===== src/rtl/fp_pkg.sv =====
// Shared constants, special-value encoding and format helpers for the
// floating-point add/sub pipeline.
package fp_pkg;

  localparam int unsigned FLG_INV  = 3;
  localparam int unsigned FLG_OVF  = 2;
  localparam int unsigned FLG_UNF  = 1;
  localparam int unsigned FLG_ZERO = 0;

  typedef enum logic [1:0] {NORMAL, QNAN, INF, ZERO} fp_special_e;

  function automatic int unsigned fp_bias(input int unsigned exp_w);
    return (32'd1 << (exp_w - 1)) - 32'd1;
  endfunction

  function automatic int unsigned fp_exp_ones(input int unsigned exp_w);
    return (32'd1 << exp_w) - 32'd1;
  endfunction

  // Canonical quiet NaN, right-aligned in 64 bits; callers cast to word width.
  function automatic logic [63:0] fp_qnan(input int unsigned exp_w, input int unsigned man_w);
    return (64'(fp_exp_ones(exp_w)) << man_w) | (64'd1 << (man_w - 1));
  endfunction

endpackage


===== src/rtl/fp_addsub_pipe_if.sv =====
// Operand/result handshake bundle for fp_addsub_pipe.
interface fp_addsub_pipe_if #(
  parameter int unsigned EXP_W = 8,
  parameter int unsigned MAN_W = 23
);
  localparam int unsigned W = 1 + EXP_W + MAN_W;

  logic         in_valid;
  logic         in_ready;
  logic         op;
  logic [W-1:0] A;
  logic [W-1:0] B;
  logic         out_valid;
  logic         out_ready;
  logic [W-1:0] result;
  logic [3:0]   flags;

  modport slave (
    input  in_valid, op, A, B, out_ready,
    output in_ready, out_valid, result, flags
  );

  modport master (
    output in_valid, op, A, B, out_ready,
    input  in_ready, out_valid, result, flags
  );
endinterface


===== src/rtl/fp_lzc.sv =====
// Combinational leading-zero counter; an all-zero input yields WIDTH.
module fp_lzc #(
  parameter int unsigned WIDTH = 28,
  localparam int unsigned CNT_W = $clog2(WIDTH + 1)
) (
  input  logic [WIDTH-1:0] i_vec,
  output logic [CNT_W-1:0] o_cnt
);

  always_comb begin
    o_cnt = CNT_W'(WIDTH);
    for (int unsigned i = 0; i < WIDTH; i++) begin
      if (i_vec[i]) o_cnt = CNT_W'(WIDTH - 1 - i);
    end
  end

endmodule


===== src/rtl/fp_addsub_pipe.sv =====
// Pipelined IEEE-style adder/subtractor: align, add/sub, normalise/round/pack,
// with lock-step valid/ready stalling and round-to-nearest-even.
module fp_addsub_pipe
  import fp_pkg::*;
#(
  parameter int unsigned EXP_W = 8,
  parameter int unsigned MAN_W = 23
) (
  input  logic           clk,
  input  logic           rst,
  input  logic           EN,
  fp_addsub_pipe_if.slave bus
);

  localparam int unsigned W      = 1 + EXP_W + MAN_W;
  localparam int unsigned SW     = MAN_W + 4;
  localparam int unsigned SUMW   = MAN_W + 5;
  localparam int unsigned EW     = EXP_W + 2;
  localparam int unsigned RW     = MAN_W + 2;
  localparam int unsigned CW     = $clog2(SUMW + 1);
  localparam int unsigned SH_MAX = MAN_W + 3;
  localparam logic [W-1:0]  CANON_NAN = W'(fp_qnan(EXP_W, MAN_W));
  localparam logic [EW-1:0] EXP_INF   = EW'(fp_exp_ones(EXP_W));

  logic w_stall, w_adv;
  logic r_out_valid;
  logic [W-1:0] r_result;
  logic [3:0]   r_flags;

  assign w_stall      = (r_out_valid & ~bus.out_ready) | ~EN;
  assign w_adv        = ~w_stall;
  assign bus.in_ready = w_adv;

  // Operand capture rank: accepted beats land here so the three working
  // stages after it give an edge-N accept to edge-N+3 result.
  logic         r0_valid, r0_op;
  logic [W-1:0] r0_a, r0_b;

  always_ff @(posedge clk or posedge rst) begin
    if (rst) begin
      r0_valid <= 1'b0;
      r0_op    <= 1'b0;
      r0_a     <= '0;
      r0_b     <= '0;
    end else if (w_adv) begin
      r0_valid <= bus.in_valid;
      r0_op    <= bus.op;
      r0_a     <= bus.A;
      r0_b     <= bus.B;
    end
  end

  logic [EXP_W-1:0] w_ea, w_eb, w_ex, w_ey, w_ediff;
  logic [MAN_W-1:0] w_ma, w_mb, w_mx, w_my;
  logic             w_sa, w_sb, w_za, w_zb, w_ia, w_ib, w_na, w_nb, w_a_big, w_zy;
  int unsigned      w_sh;
  logic [SW-1:0]    w_sig_x, w_sig_y0, w_sig_y;
  fp_special_e      w_kind;
  logic             w_sign;

  assign w_ea    = r0_a[W-2 -: EXP_W];
  assign w_eb    = r0_b[W-2 -: EXP_W];
  assign w_za    = (w_ea == '0);
  assign w_zb    = (w_eb == '0);
  assign w_ma    = w_za ? '0 : r0_a[MAN_W-1:0];
  assign w_mb    = w_zb ? '0 : r0_b[MAN_W-1:0];
  assign w_ia    = (w_ea == '1) && (w_ma == '0);
  assign w_ib    = (w_eb == '1) && (w_mb == '0);
  assign w_na    = (w_ea == '1) && (w_ma != '0);
  assign w_nb    = (w_eb == '1) && (w_mb != '0);
  assign w_sa    = r0_a[W-1];
  assign w_sb    = r0_b[W-1] ^ r0_op;
  assign w_a_big = {w_ea, w_ma} >= {w_eb, w_mb};
  assign w_ex    = w_a_big ? w_ea : w_eb;
  assign w_ey    = w_a_big ? w_eb : w_ea;
  assign w_mx    = w_a_big ? w_ma : w_mb;
  assign w_my    = w_a_big ? w_mb : w_ma;
  assign w_zy    = w_a_big ? w_zb : w_za;
  assign w_ediff = w_ex - w_ey;
  assign w_sh    = (32'(w_ediff) > SH_MAX) ? SH_MAX : 32'(w_ediff);

  assign w_sig_x  = {1'b1, w_mx, 3'b000};
  assign w_sig_y0 = {~w_zy, w_my, 3'b000};
  assign w_sig_y  = (w_sig_y0 >> w_sh) | SW'(|(w_sig_y0 & ~({SW{1'b1}} << w_sh)));

  always_comb begin
    w_kind = NORMAL;
    w_sign = w_a_big ? w_sa : w_sb;
    if (w_na || w_nb || (w_ia && w_ib && (w_sa != w_sb))) begin
      w_kind = QNAN;
      w_sign = 1'b0;
    end else if (w_ia || w_ib) begin
      w_kind = INF;
      w_sign = w_ia ? w_sa : w_sb;
    end else if (w_za && w_zb) begin
      w_kind = ZERO;
      w_sign = w_sa & w_sb;
    end
  end

  logic             r1_valid, r1_sign, r1_sub;
  fp_special_e      r1_kind;
  logic [EXP_W-1:0] r1_exp;
  logic [SW-1:0]    r1_sx, r1_sy;

  always_ff @(posedge clk or posedge rst) begin
    if (rst) begin
      r1_valid <= 1'b0;
      r1_kind  <= NORMAL;
      r1_sign  <= 1'b0;
      r1_sub   <= 1'b0;
      r1_exp   <= '0;
      r1_sx    <= '0;
      r1_sy    <= '0;
    end else if (w_adv) begin
      r1_valid <= r0_valid;
      r1_kind  <= w_kind;
      r1_sign  <= w_sign;
      r1_sub   <= w_sa ^ w_sb;
      r1_exp   <= w_ex;
      r1_sx    <= w_sig_x;
      r1_sy    <= w_sig_y;
    end
  end

  logic [SUMW-1:0] w_sum;
  assign w_sum = r1_sub ? ({1'b0, r1_sx} - {1'b0, r1_sy}) : ({1'b0, r1_sx} + {1'b0, r1_sy});

  logic             r2_valid, r2_sign;
  fp_special_e      r2_kind;
  logic [EXP_W-1:0] r2_exp;
  logic [SUMW-1:0]  r2_sum;

  always_ff @(posedge clk or posedge rst) begin
    if (rst) begin
      r2_valid <= 1'b0;
      r2_kind  <= NORMAL;
      r2_sign  <= 1'b0;
      r2_exp   <= '0;
      r2_sum   <= '0;
    end else if (w_adv) begin
      r2_valid <= r1_valid;
      r2_kind  <= r1_kind;
      r2_sign  <= r1_sign;
      r2_exp   <= r1_exp;
      r2_sum   <= w_sum;
    end
  end

  logic [CW-1:0] w_lz;
  logic [SW-1:0] w_norm;
  logic [EW-1:0] w_exp_n, w_exp_f;
  logic [RW-1:0] w_rnd;
  logic [MAN_W-1:0] w_man;
  logic          w_inc, w_ovf, w_unf;
  logic [W-1:0]  w_res;
  logic [3:0]    w_flg;

  fp_lzc #(.WIDTH(SUMW)) u_lzc (.i_vec(r2_sum), .o_cnt(w_lz));

  // The count spans the carry bit too, so a sum with no carry always has
  // lz >= 1 and the hidden bit needs a shift of lz-1.
  always_comb begin
    w_norm  = '0;
    w_exp_n = '0;
    if (r2_sum[SUMW-1]) begin
      w_norm  = {r2_sum[SUMW-1:2], r2_sum[1] | r2_sum[0]};
      w_exp_n = EW'(r2_exp) + EW'(1);
    end else begin
      w_norm  = SW'(r2_sum << (w_lz - CW'(1)));
      w_exp_n = EW'(r2_exp) - EW'(w_lz) + EW'(1);
    end
  end

  assign w_inc   = w_norm[2] & (w_norm[1] | w_norm[0] | w_norm[3]);
  assign w_rnd   = {1'b0, w_norm[SW-1:3]} + RW'(w_inc);
  assign w_man   = w_rnd[MAN_W+1] ? w_rnd[MAN_W:1] : w_rnd[MAN_W-1:0];
  assign w_exp_f = w_exp_n + EW'(w_rnd[MAN_W+1]);
  assign w_ovf   = $signed(w_exp_f) >= $signed(EXP_INF);
  assign w_unf   = $signed(w_exp_f) <= $signed(EW'(0));

  always_comb begin
    w_res = '0;
    w_flg = '0;
    case (r2_kind)
      QNAN: begin
        w_res          = CANON_NAN;
        w_flg[FLG_INV] = 1'b1;
      end
      INF:  w_res = {r2_sign, EXP_INF[EXP_W-1:0], {MAN_W{1'b0}}};
      ZERO: begin
        w_res           = {r2_sign, {(W-1){1'b0}}};
        w_flg[FLG_ZERO] = 1'b1;
      end
      default: begin
        if (r2_sum == '0) begin
          w_flg[FLG_ZERO] = 1'b1;
        end else if (w_ovf) begin
          w_res          = {r2_sign, EXP_INF[EXP_W-1:0], {MAN_W{1'b0}}};
          w_flg[FLG_OVF] = 1'b1;
        end else if (w_unf) begin
          w_res           = {r2_sign, {(W-1){1'b0}}};
          w_flg[FLG_UNF]  = 1'b1;
          w_flg[FLG_ZERO] = 1'b1;
        end else begin
          w_res = {r2_sign, w_exp_f[EXP_W-1:0], w_man};
        end
      end
    endcase
  end

  always_ff @(posedge clk or posedge rst) begin
    if (rst) begin
      r_out_valid <= 1'b0;
      r_result    <= '0;
      r_flags     <= '0;
    end else if (w_adv) begin
      r_out_valid <= r2_valid;
      if (r2_valid) begin
        r_result <= w_res;
        r_flags  <= w_flg;
      end
    end
  end

  assign bus.out_valid = r_out_valid;
  assign bus.result    = r_result;
  assign bus.flags     = r_flags;

endmodule


===== src/flat_wrapper.sv =====
// flat-port wrapper written by rule: the top's interface ports become plain ports
module fp_addsub_pipe_flat import fp_pkg::*;
#(
  parameter int unsigned EXP_W = 8,
  parameter int unsigned MAN_W = 23
)
  (clk, rst, EN, bus_in_valid, bus_op, bus_A, bus_B, bus_out_ready, bus_in_ready, bus_out_valid, bus_result, bus_flags);
  fp_addsub_pipe_if #(.EXP_W(EXP_W), .MAN_W(MAN_W)) bus_i ();
  input  logic clk;
  input  logic rst;
  input  logic EN;
  input wire logic [$bits(bus_i.in_valid)-1:0] bus_in_valid;
  input wire logic [$bits(bus_i.op)-1:0] bus_op;
  input wire logic [$bits(bus_i.A)-1:0] bus_A;
  input wire logic [$bits(bus_i.B)-1:0] bus_B;
  input wire logic [$bits(bus_i.out_ready)-1:0] bus_out_ready;
  output wire logic [$bits(bus_i.in_ready)-1:0] bus_in_ready;
  output wire logic [$bits(bus_i.out_valid)-1:0] bus_out_valid;
  output wire logic [$bits(bus_i.result)-1:0] bus_result;
  output wire logic [$bits(bus_i.flags)-1:0] bus_flags;
  assign bus_i.in_valid = bus_in_valid;
  assign bus_i.op = bus_op;
  assign bus_i.A = bus_A;
  assign bus_i.B = bus_B;
  assign bus_i.out_ready = bus_out_ready;
  assign bus_in_ready = bus_i.in_ready;
  assign bus_out_valid = bus_i.out_valid;
  assign bus_result = bus_i.result;
  assign bus_flags = bus_i.flags;
  fp_addsub_pipe #(.EXP_W(EXP_W), .MAN_W(MAN_W)) u_core (.clk(clk), .rst(rst), .EN(EN), .bus(bus_i));
endmodule

===== config.mk =====
export PLATFORM = sky130hd
export DESIGN_NAME = fp_addsub_pipe_flat
export DESIGN_NICKNAME = d
export VERILOG_FILES = /design/src/rtl/fp_pkg.sv /design/src/rtl/fp_addsub_pipe_if.sv /design/src/rtl/fp_lzc.sv /design/src/rtl/fp_addsub_pipe.sv /design/src/flat_wrapper.sv
export SDC_FILE = /design/constraint.sdc
export NUM_CORES = 1
export LEC_CHECK = 0
export ABC_AREA = 1
export CAP_MARGIN = 40
export CORE_MARGIN = 5
export CORE_UTILIZATION = 29
export CTS_BUF_LIST = sky130_fd_sc_hd__clkbuf_4
export CTS_CLUSTER_DIAMETER = 120
export DETAILED_ROUTE_END_ITERATION = 8
export GPL_TIMING_DRIVEN = 0
export HOLD_SLACK_MARGIN = 0.06
export PLACE_DENSITY_LB_ADDON = 0.12
export SLEW_MARGIN = 20
export SYNTH_ARGS = -nofsm -noshare
export SYNTH_HDL_FRONTEND = slang
export SYNTH_HIERARCHICAL = 1
export SYNTH_SLANG_ARGS = --single-unit

===== constraint.sdc =====
create_clock -name clk -period 12.4 [get_ports clk]
set_input_delay 2.48 -clock clk [delete_from_list [all_inputs] [get_ports clk]]
set_output_delay 2.48 -clock clk [all_outputs]
set_load 0.02 [all_outputs]

Word level (Yosys, flattened, before mapping)
Index checks and enable logic that the tools add are counted.
Widths: inputs -> output; s select.

word-level totals
  bits of input ports = 70
  word-level logic and storage cells = 138
  register bits after elaboration = 207
  output and inout port bits = 38

cells by class
  equality and inequality tests = 6
  $lt $le $gt $ge = 4
  muxes and demuxes = 60
  reduce and logical (&&, ||, !) cells = 21
  $add $sub $neg = 9
  shift operators = 3
  bitwise gates (word level) = 16

operators with widths
  kind                    number
  $mux 5                  27
  $mux 23                 5
  $pmux 32 s3             1
  $mux 31                 2
  $logic_not 23->1        2
  $reduce_bool 23->1      2
  $mux 32                 1
  $shl 27x32->27 const A  1
  $shr 27x32->27          1
  $ge 31x31->1            1
  $add 27x27->28          1
  $logic_not 28->1        1
  $mux 28                 1
  $shl 28x5->27           1
  $sub 27x27->28          1
  $and 27x27->27          1
  $mux 27                 1
  $not 27->27             1
  $or 27x1->27            1
  $reduce_or 27->1        1
  $add 24x1->25           1
  $mux 8                  3
  $eq 8x8->1 const B      2
  $logic_not 8->1         2
  26 further kinds        58

Depth between registers and ports, before layout
Gate-level depths: netlist of the first run.

  depth in word-level cells = 41
  mapped depth = 70
  gate-level depth less buffers = 69

Cells and area by module
Netlist of the first run, hierarchy kept.

by module, submodules not included
  module          cells each  area each (µm²)  sequential area each (µm²)  times used
  fp_addsub_pipe  2590        17047.6          5180.0                      1
  fp_lzc          84          399.1            0.0                         1

Worst setup path after synthesis of the first run
Ideal clock, no wire load.

  path type = reg-to-reg
  from = register u_core.r2_sum[1]
  to = register u_core.r_result[14], in the netlist u_core/bus.result[14]
  slack = 5.905 ns
  period minus slack after synthesis = 6.495 ns
  data required time = 12.335 ns
  stages on the path, launching flop included = 67
  path buffers = 3
  library setup time = 0.065 ns
  data arrival time = 6.430 ns
  path through = dfrtp_1 > inv_1 > nand2_1 > nand2_1 > nand2_1 > nand2_1 > nand2_1 > nand2_1 > nand2_1 > nand2_1 > nand2_1 > nand2_1 > nand2_1 > nand2_1 > nand2_1 > nand2_1 > nand2_1 > nand2_1 > [... 31 more ...] > nand3_2 > clkinv_2 > ha_1 > ha_1 > inv_1 > nor2_1 > nand2_1 > nor2_1 > nand2_1 > nor3_1 > xnor2_1 > o21ai_0 > nand2_1 > nand2_1 > nor2_1 > buf_4 > o21ai_0 > nand2_1

between the ends
  word-level cells in the longest chain between the ends = 40
  elaborated cells between the ends (all ways) = 47
  classes of those cells = add/sub (5); order compare (2); shift (1); mux (34); bitwise (4); reduce/logical (1)

ends and longest elaborated chain
  element                    RTL line               source
  start, declared            fp_addsub_pipe.sv:132  logic [SUMW-1:0] r2_sum;
  start signal, assigned     fp_addsub_pipe.sv:146  r2_sum <= w_sum;
  $mux 5 (*) (27 in series)  fp_lzc.sv:13           if (i_vec[i]) o_cnt = CNT_W'(WIDTH - 1 - i);
  via u_core.w_lz[0]         fp_addsub_pipe.sv:150  logic [CW-1:0] w_lz;
  $sub 5x1->5                fp_addsub_pipe.sv:170  w_norm = SW'(r2_sum << (w_lz - CW'(1)));
  $shl 28x5->27              fp_addsub_pipe.sv:170
  $mux 27                    fp_addsub_pipe.sv:166  if (r2_sum[SUMW-1]) begin
  $or 1x1->1 (2 in series)   fp_addsub_pipe.sv:175  assign w_inc = w_norm[2] & (w_norm[1] | w_norm[0] | w_norm[3]);
  $and 1x1->1                fp_addsub_pipe.sv:175
  $add 24x1->25              fp_addsub_pipe.sv:176  assign w_rnd = {1'b0, w_norm[SW-1:3]} + RW'(w_inc);
  $add 10x1->10              fp_addsub_pipe.sv:178  assign w_exp_f = w_exp_n + EW'(w_rnd[MAN_W+1]);
  $le 10x1->1                fp_addsub_pipe.sv:180  assign w_unf = $signed(w_exp_f) <= $signed(EW'(0));
  $mux 31                    fp_addsub_pipe.sv:201  end else if (w_unf) begin
  $mux 31 (*)                fp_addsub_pipe.sv:198  end else if (w_ovf) begin
  $mux 32 (*)                fp_addsub_pipe.sv:196  if (r2_sum == '0) begin
  $pmux 32 s3 (*)            fp_addsub_pipe.sv:185  case (r2_kind)
  end signal, assigned       fp_addsub_pipe.sv:220  r_result <= w_res;
  end, declared              fp_addsub_pipe.sv:27   logic [W-1:0] r_result;

The timed path passes the listed nets; every way through them passes the cells marked *.
A chain may end at the register's enable or synchronous reset.

Worst setup path in the final report of the first run
  from = register u_core.r2_sum[2]
  to = register u_core.r_result[14], in the netlist u_core/bus.result[14]

between the ends
  word-level cells in the longest chain between the ends = 39
  elaborated cells between the ends (all ways) = 45
  classes of those cells = add/sub (5); order compare (2); shift (1); mux (33); bitwise (3); reduce/logical (1)

ends and longest elaborated chain
  element                    RTL line
  $mux 5 (*) (26 in series)  fp_lzc.sv:13
  via u_core.w_lz[0]         fp_addsub_pipe.sv:150
  $sub 5x1->5                fp_addsub_pipe.sv:170
  $shl 28x5->27              fp_addsub_pipe.sv:170
  $mux 27                    fp_addsub_pipe.sv:166
  $or 1x1->1 (2 in series)   fp_addsub_pipe.sv:175
  $and 1x1->1                fp_addsub_pipe.sv:175
  $add 24x1->25              fp_addsub_pipe.sv:176
  $add 10x1->10              fp_addsub_pipe.sv:178
  $le 10x1->1                fp_addsub_pipe.sv:180
  $mux 31                    fp_addsub_pipe.sv:201
  $mux 31 (*)                fp_addsub_pipe.sv:198
  $mux 32 (*)                fp_addsub_pipe.sv:196
  $pmux 32 s3 (*)            fp_addsub_pipe.sv:185

Marked as above.

==> reports/metrics.yaml, run 1 <==
status: "finished, final reports clean"
fill_cells: 6657
cts.sinks: 207
crit_path_top_delay_cell: "dfrtp_1"
gp_congestion: 0.956
areaGrowthSynthToFinish_pct: 17.7
clk_path_buf_depth: 3
routed_wl_mm: 72.7
die_w_um: 255
crit_fanout: 10
async_flop_share_pct: 100
cts_buffers: 69
ctsResizeCount: 0
slew_headroom_pct: 38.6
port_buffers: 107
synth_flop_cell: "dfrtp_1"
ir_drop_mv: 0.110
critPathMaxStageDelay_ps: 480
hold_class: "flop to flop"
io-pin-count: 108
drtAntennaViolNets: 0
syn_inst: 2674
cts_tree: "yes"
grt_setup_unrepaired: "no"
critPathLaunchType: "flop"
synth_fp_nets: 2844
design_area_um2: 20500
p_leak_nw: 10.0
grt_pass1_wl_mm: 111
cp-end-kind: "flop"
rows: 90
p_per_area_nw_per_um2: 304
maxSlewViolCount: 0
period_minus_slack_ps: 8380
cts_root_buffer: "clkbuf_4"
synth_edf_count: 0
first_pass_iters: 5
syn_avg_cell_area_um2: 6.52
post-cts-setup-buffer-count: 0
maxCapViolations: 0
skew_ps: 54.2
maxClockFrequency_mhz: 119
grt_usage_pct: 22.1
initial_utilization_pct: 29.1
place_ws_ps: 4140
drc: 0
crit_arrival_ps: 9100
die_y_um: 255
hold_buffers: 0
ys_seq_area_share_pct: 29.7
placed_area_um2: 19700
ys_seq_elements: 207
vias: 18500
syn_area_um2: 17400
dieArea_um2: 65200
vias_per_cell: 5.01
nets: 3036
layout-drive-gt1-share_pct: 7.30
grt_pass1_vias: 18500
antenna_found_initial: 2
seqCellArea_um2: 5180
path_clk_slew_ps: 60
grt_overflow: 0
clock_latency_ps: 800
critPathKind: "flop to flop"
tns_ps: 0
multiInputGateArea_um2: 10300
h-tree-depth: 3
grt_max_degree: 96
setup_viol: 0
drt_iter0_drc: 1158
wl_per_cell_um: 19.7
setup_ws_ps: 4020
cp_common_cell: "nand2_1"
ys_warn_count: 6
synth_cell_types: 67
dp_hpwl_mm: 59.4
critPathRequiredTime_ps: 13120
hold_viol_final: 0
tightest_slew_ps: 913
coreArea_um2: 60000
period_share_pct: 67.6
[kinds of logic (layout without fill, tap and decap cells)]
kind of cell               Yosys count  count (layout)  share of synthesized area [%]
AOI/OAI and AO/OA                  553             553                           17.5
DFF                                207             207                           29.7
buffers and inverters              483             714                           11.2
adders and majority gates          100             100                           7.26
and+or+nand+nor                   1268            1268                           31.1
other                                0               5                              0
xor gates and xnor gates            56              56                           2.85
muxes                                7               7                          0.402
[area by class of cell]
| cell class | instances | area share, % |
|---|---|---|
| Clock buffer | 95 | 3.47 |
| Clock inverter | 15 | 0.512 |
| Tap cell | 782 | 4.77 |
| Sequential cell | 207 | 25.2 |
| Buffer | 116 | 2.59 |
| Timing Repair Buffer | 121 | 6.18 |
| Multi-Input combinational cell | 1984 | 50.2 |
| Antenna cell | 5 | 0.0609 |
| Inverter | 367 | 6.96 |
[metrics by stage]
stage	power (mW)	std cells	hold slack, ps	util (%)
after global placement	5.48	3563	454	32.5
after floorplan	4.10	2674	442	-
after CTS	6.25	3685	476	34.2
after global routing	6.85	3692	502	34.2
after detailed placement	5.48	3575	457	32.8
final	6.23	3692	468	34.2
[layout by cell type (no fill, tap or decap), types with 40 or more instances in the layout]
cell	count
a21oi_1	120
clkbuf_1	81
clkbuf_4	95
clkdlybuf4s50_1	107
dfrtp_1	207
ha_1	98
inv_1	342
nand2_1	766
nand3_1	213
nand4_1	45
nor2_1	154
o21ai_0	298
xor2_1	40
[path summary, 6_finish.rpt]
| kind | cells past startpoint | end | slack (ps) | startpoint |
|---|---|---|---|---|
| max | 65 | u_core/bus.result[14] | 4020 | u_core/r2_sum[2] |
| min | 2 | u_core/r2_valid | 470 | u_core/r1_valid |
| max reg2reg | 65 | u_core/bus.result[14] | 4020 | u_core/r2_sum[2] |
| min reg2reg | 2 | u_core/r2_valid | 470 | u_core/r1_valid |
| max in group asynchronous | 3 | u_core/bus.result[19] | 9530 | rst |
| min in group asynchronous | 2 | u_core/r1_sy[18] | 2030 | rst |
[layer usage]
metal,share of wire [%],track usage [%],vias to the layer above,routed length [um]
li1,-,-,9195,-
met1,45,29.3,8682,32800
met2,46,36.4,492,33700
met3,4.8,3.12,121,3470
met4,3.8,8.85,0,2780
met5,0,0,-,0
[sequential cells by signal, indices dropped and copies added, names as in the netlist]
register              cells
u_core/r2_kind            2
u_core/r0_b              32
u_core/r1_sign            1
u_core/r1_sx             24
u_core/bus.result        32
u_core/r1_valid           1
u_core/r1_exp             8
u_core/r2_valid           1
u_core/r2_sign            1
u_core/bus.out_valid      1
u_core/r0_op              1
u_core/r2_sum            28
u_core/bus.flags          4
u_core/r0_valid           1
u_core/r0_a              32
u_core/r1_sy             27
u_core/r1_sub             1
u_core/r2_exp             8
u_core/r1_kind            2
[Yosys cell counts, types with 16 or more instances]
| cell | n | share of area (%) |
|---|---|---|
| a21oi_1 | 120 | 3.4 |
| clkbuf_1 | 81 | 1.7 |
| dfrtp_1 | 207 | 30 |
| ha_1 | 98 | 7.0 |
| inv_1 | 343 | 7.4 |
| nand2_1 | 766 | 16 |
| nand3_1 | 213 | 6.1 |
| nand4_1 | 45 | 1.6 |
| nor2_1 | 154 | 3.3 |
| nor3_1 | 19 | 0.55 |
| nor4_1 | 19 | 0.68 |
| o211ai_1 | 16 | 0.69 |
| o21ai_0 | 298 | 8.5 |
| o21ai_1 | 22 | 0.63 |
| o22ai_1 | 35 | 1.3 |
| xor2_1 | 40 | 2.0 |
[power by group]
| part | internal (mW) | total (mW) | switching, mW |
|---|---|---|---|
| Clock | 0.371 | 0.712 | 0.341 |
| Sequential | 0.903 | 1.15 | 0.245 |
| Combinational | 1.42 | 4.37 | 2.95 |
| Total | 2.70 | 6.23 | 3.53 |
[worst max-delay path: cells and delay by family (launching register included)]
kind	cells	cell delay, ps
xor+xnor	2	360
simple gates	47	4630
buf+inv	8	1310
compound gates	4	690
fa+ha+maj	4	820
flops	1	480
Note: power is estimated with default switching activity, not from simulation.
==> run 2, diff against run 1 <==
==> constraint.sdc (replaced) <==
create_clock -name clk -period 7.95 [get_ports clk]
set_input_delay 1.59 -clock clk [delete_from_list [all_inputs] [get_ports clk]]
set_output_delay 1.59 -clock clk [all_outputs]
set_load 0.02 [all_outputs]
==> run 2 against run 1 <==
- clock skew rose by 16 ps
- utilization rose by 0.47 points
- clock-buffer cell count did not move
- final cell count rose by 0.35%
- clock power rose by 56%
- combinational power rose by 60%
- routed wire length rose by 0.41%
- non-clock buffer count rose by 13
- final area rose by 1.4%
- largest cell class unchanged
- largest power group unchanged
- setup slack got worse by 3300 ps
==> reports/metrics.yaml, run 2 (synthesis gave the netlist of run 1 again) <==
crit_arrival_ps: 7950
skew_ps: 69.9
period_share_pct: 91.0
routed_wl_mm: 73.0
initial_utilization_pct: 29.1
hold_class: "flop to flop"
gp_congestion: 0.956
ir_drop_mv: 0.176
path_clk_slew_ps: 60
critPathKind: "flop to flop"
grt_pass1_vias: 18400
hold_buffers: 0
rows: 90
cp-end-kind: "flop"
rr_startpoint: "u_core/r2_sum[0]"
cts.sinks: 207
fin_util_pct: 34.7
h-tree-depth: 3
placed_area_um2: 19700
maxSlewViolCount: 0
dp_hpwl_mm: 59.4
vias_per_cell: 5.04
period_minus_slack_ps: 7240
critPathLaunchType: "flop"
port_buffers: 107
grt_max_degree: 96
layout-drive-gt1-share_pct: 8.81
worst_hold_slack_ps: 468
p_per_area_nw_per_um2: 476
grt_usage_pct: 22.1
status: "finished, final reports clean"
p_leak_nw: 10.1
nets: 3049
maxCapViolations: 0
clk_path_buf_depth: 3
cts_buffers: 69
crit_fanout: 10
critPathRequiredTime_ps: 8660
vias: 18700
reg2reg_depth: 64
first_pass_iters: 5
hold_depth: 2
layout_common_cells: "nand2_1, inv_1, o21ai_0"
slew_headroom_pct: 38.4
maxClockFrequency_mhz: 138
drc: 0
design_area_um2: 20800
clock_latency_ps: 810
grt_overflow: 0
die_y_um: 255
io-pin-count: 108
coreArea_um2: 60000
wl_per_cell_um: 19.7
drtAntennaViolNets: 0
die_w_um: 255
power.total_mw: 9.91
drt_iter0_drc: 1186
cts_tree: "yes"
startpoint: "u_core/r2_sum[0]"
hold_viol_final: 0
antenna_found_initial: 2
areaGrowthSynthToFinish_pct: 19.3
setup_viol: 0
cp_common_cell: "nand2_1"
dieArea_um2: 65200
final_common_cell: "nand2_1"
holdCritStartpoint: "u_core/r1_valid"
cts_root_buffer: "clkbuf_4"
critPathMaxStageDelay_ps: 430
crit_path_top_delay_cell: "dfrtp_1"
tightest_slew_ps: 915
grt_pass1_wl_mm: 111
==> run 2: cell count changes in the layout (fill, tap and decap cells not counted), sizes merged <==
cell / delta
clkinv: -1
buf: +13
inv: +1
==> run 2: report_power, final <==
part	leakage (nW)	internal [mW]	switching (mW)
clock network	0.481	0.579	0.534
registers	2.60	1.41	0.381
logic	7.05	2.32	4.69
==> run 2: worst max-delay path, delay by kind of cell, from the launching register on <==
| kind | cells | cell delay (ps) |
|---|---|---|
| adder cells (fa/ha/maj) | 4 | 810 |
| flip-flops | 1 | 430 |
| XOR/XNOR | 2 | 330 |
| AO/OA/AOI/OAI | 4 | 660 |
| AND/OR/NAND/NOR | 47 | 4090 |
| buffers and inverters | 7 | 830 |
==> run 2: repair_timing <==
action	CTS	global route
gates resized for setup	6	51
pin swaps	0	11
endpoints found under the setup margin	21	34
setup buffers	0	12
cloned	0	1
==> run 2: path summary, 6_finish.rpt <==
check / end / slack (ps)
min in group asynchronous: u_core/r1_sy[18] / 1140
worst min register to register: u_core/r2_valid / 470
max in group asynchronous: u_core/bus.result[19] / 5960
worst max-delay path: u_core/bus.result[1] / 710
worst max register to register: u_core/bus.result[1] / 710
worst min-delay path: u_core/r2_valid / 470
==> run 2: cell type report <==
type / instances / area [um^2]
antenna: 5 / 12.5
buffer: 116 / 556
clock buffer: 95 / 713
clock inverter: 15 / 105
fill: 6643 / 39200
inverter: 367 / 1430
multi-input combinational: 1984 / 10500
sequential: 207 / 5180
tap: 782 / 978
timing repair buffer: 134 / 1370
==> run 2: stage by stage <==
step | setup TNS, ps | worst slack (ps) | std cells
floorplan | 0 | 708 | 2674
global placement | -567680 | -2760 | 3563
detailed placement | -4330 | -310 | 3575
CTS | 0 | 11.6 | 3685
global route | -1070 | -92.6 | 3705
finish | 0 | 713 | 3705
==> run 2: per-layer routing <==
metal / track usage, % / wire length (um)
met1: 29.3 / 32900
met2: 36.4 / 33900
met3: 3.12 / 3470
met4: 8.85 / 2800
met5: 0 / 0
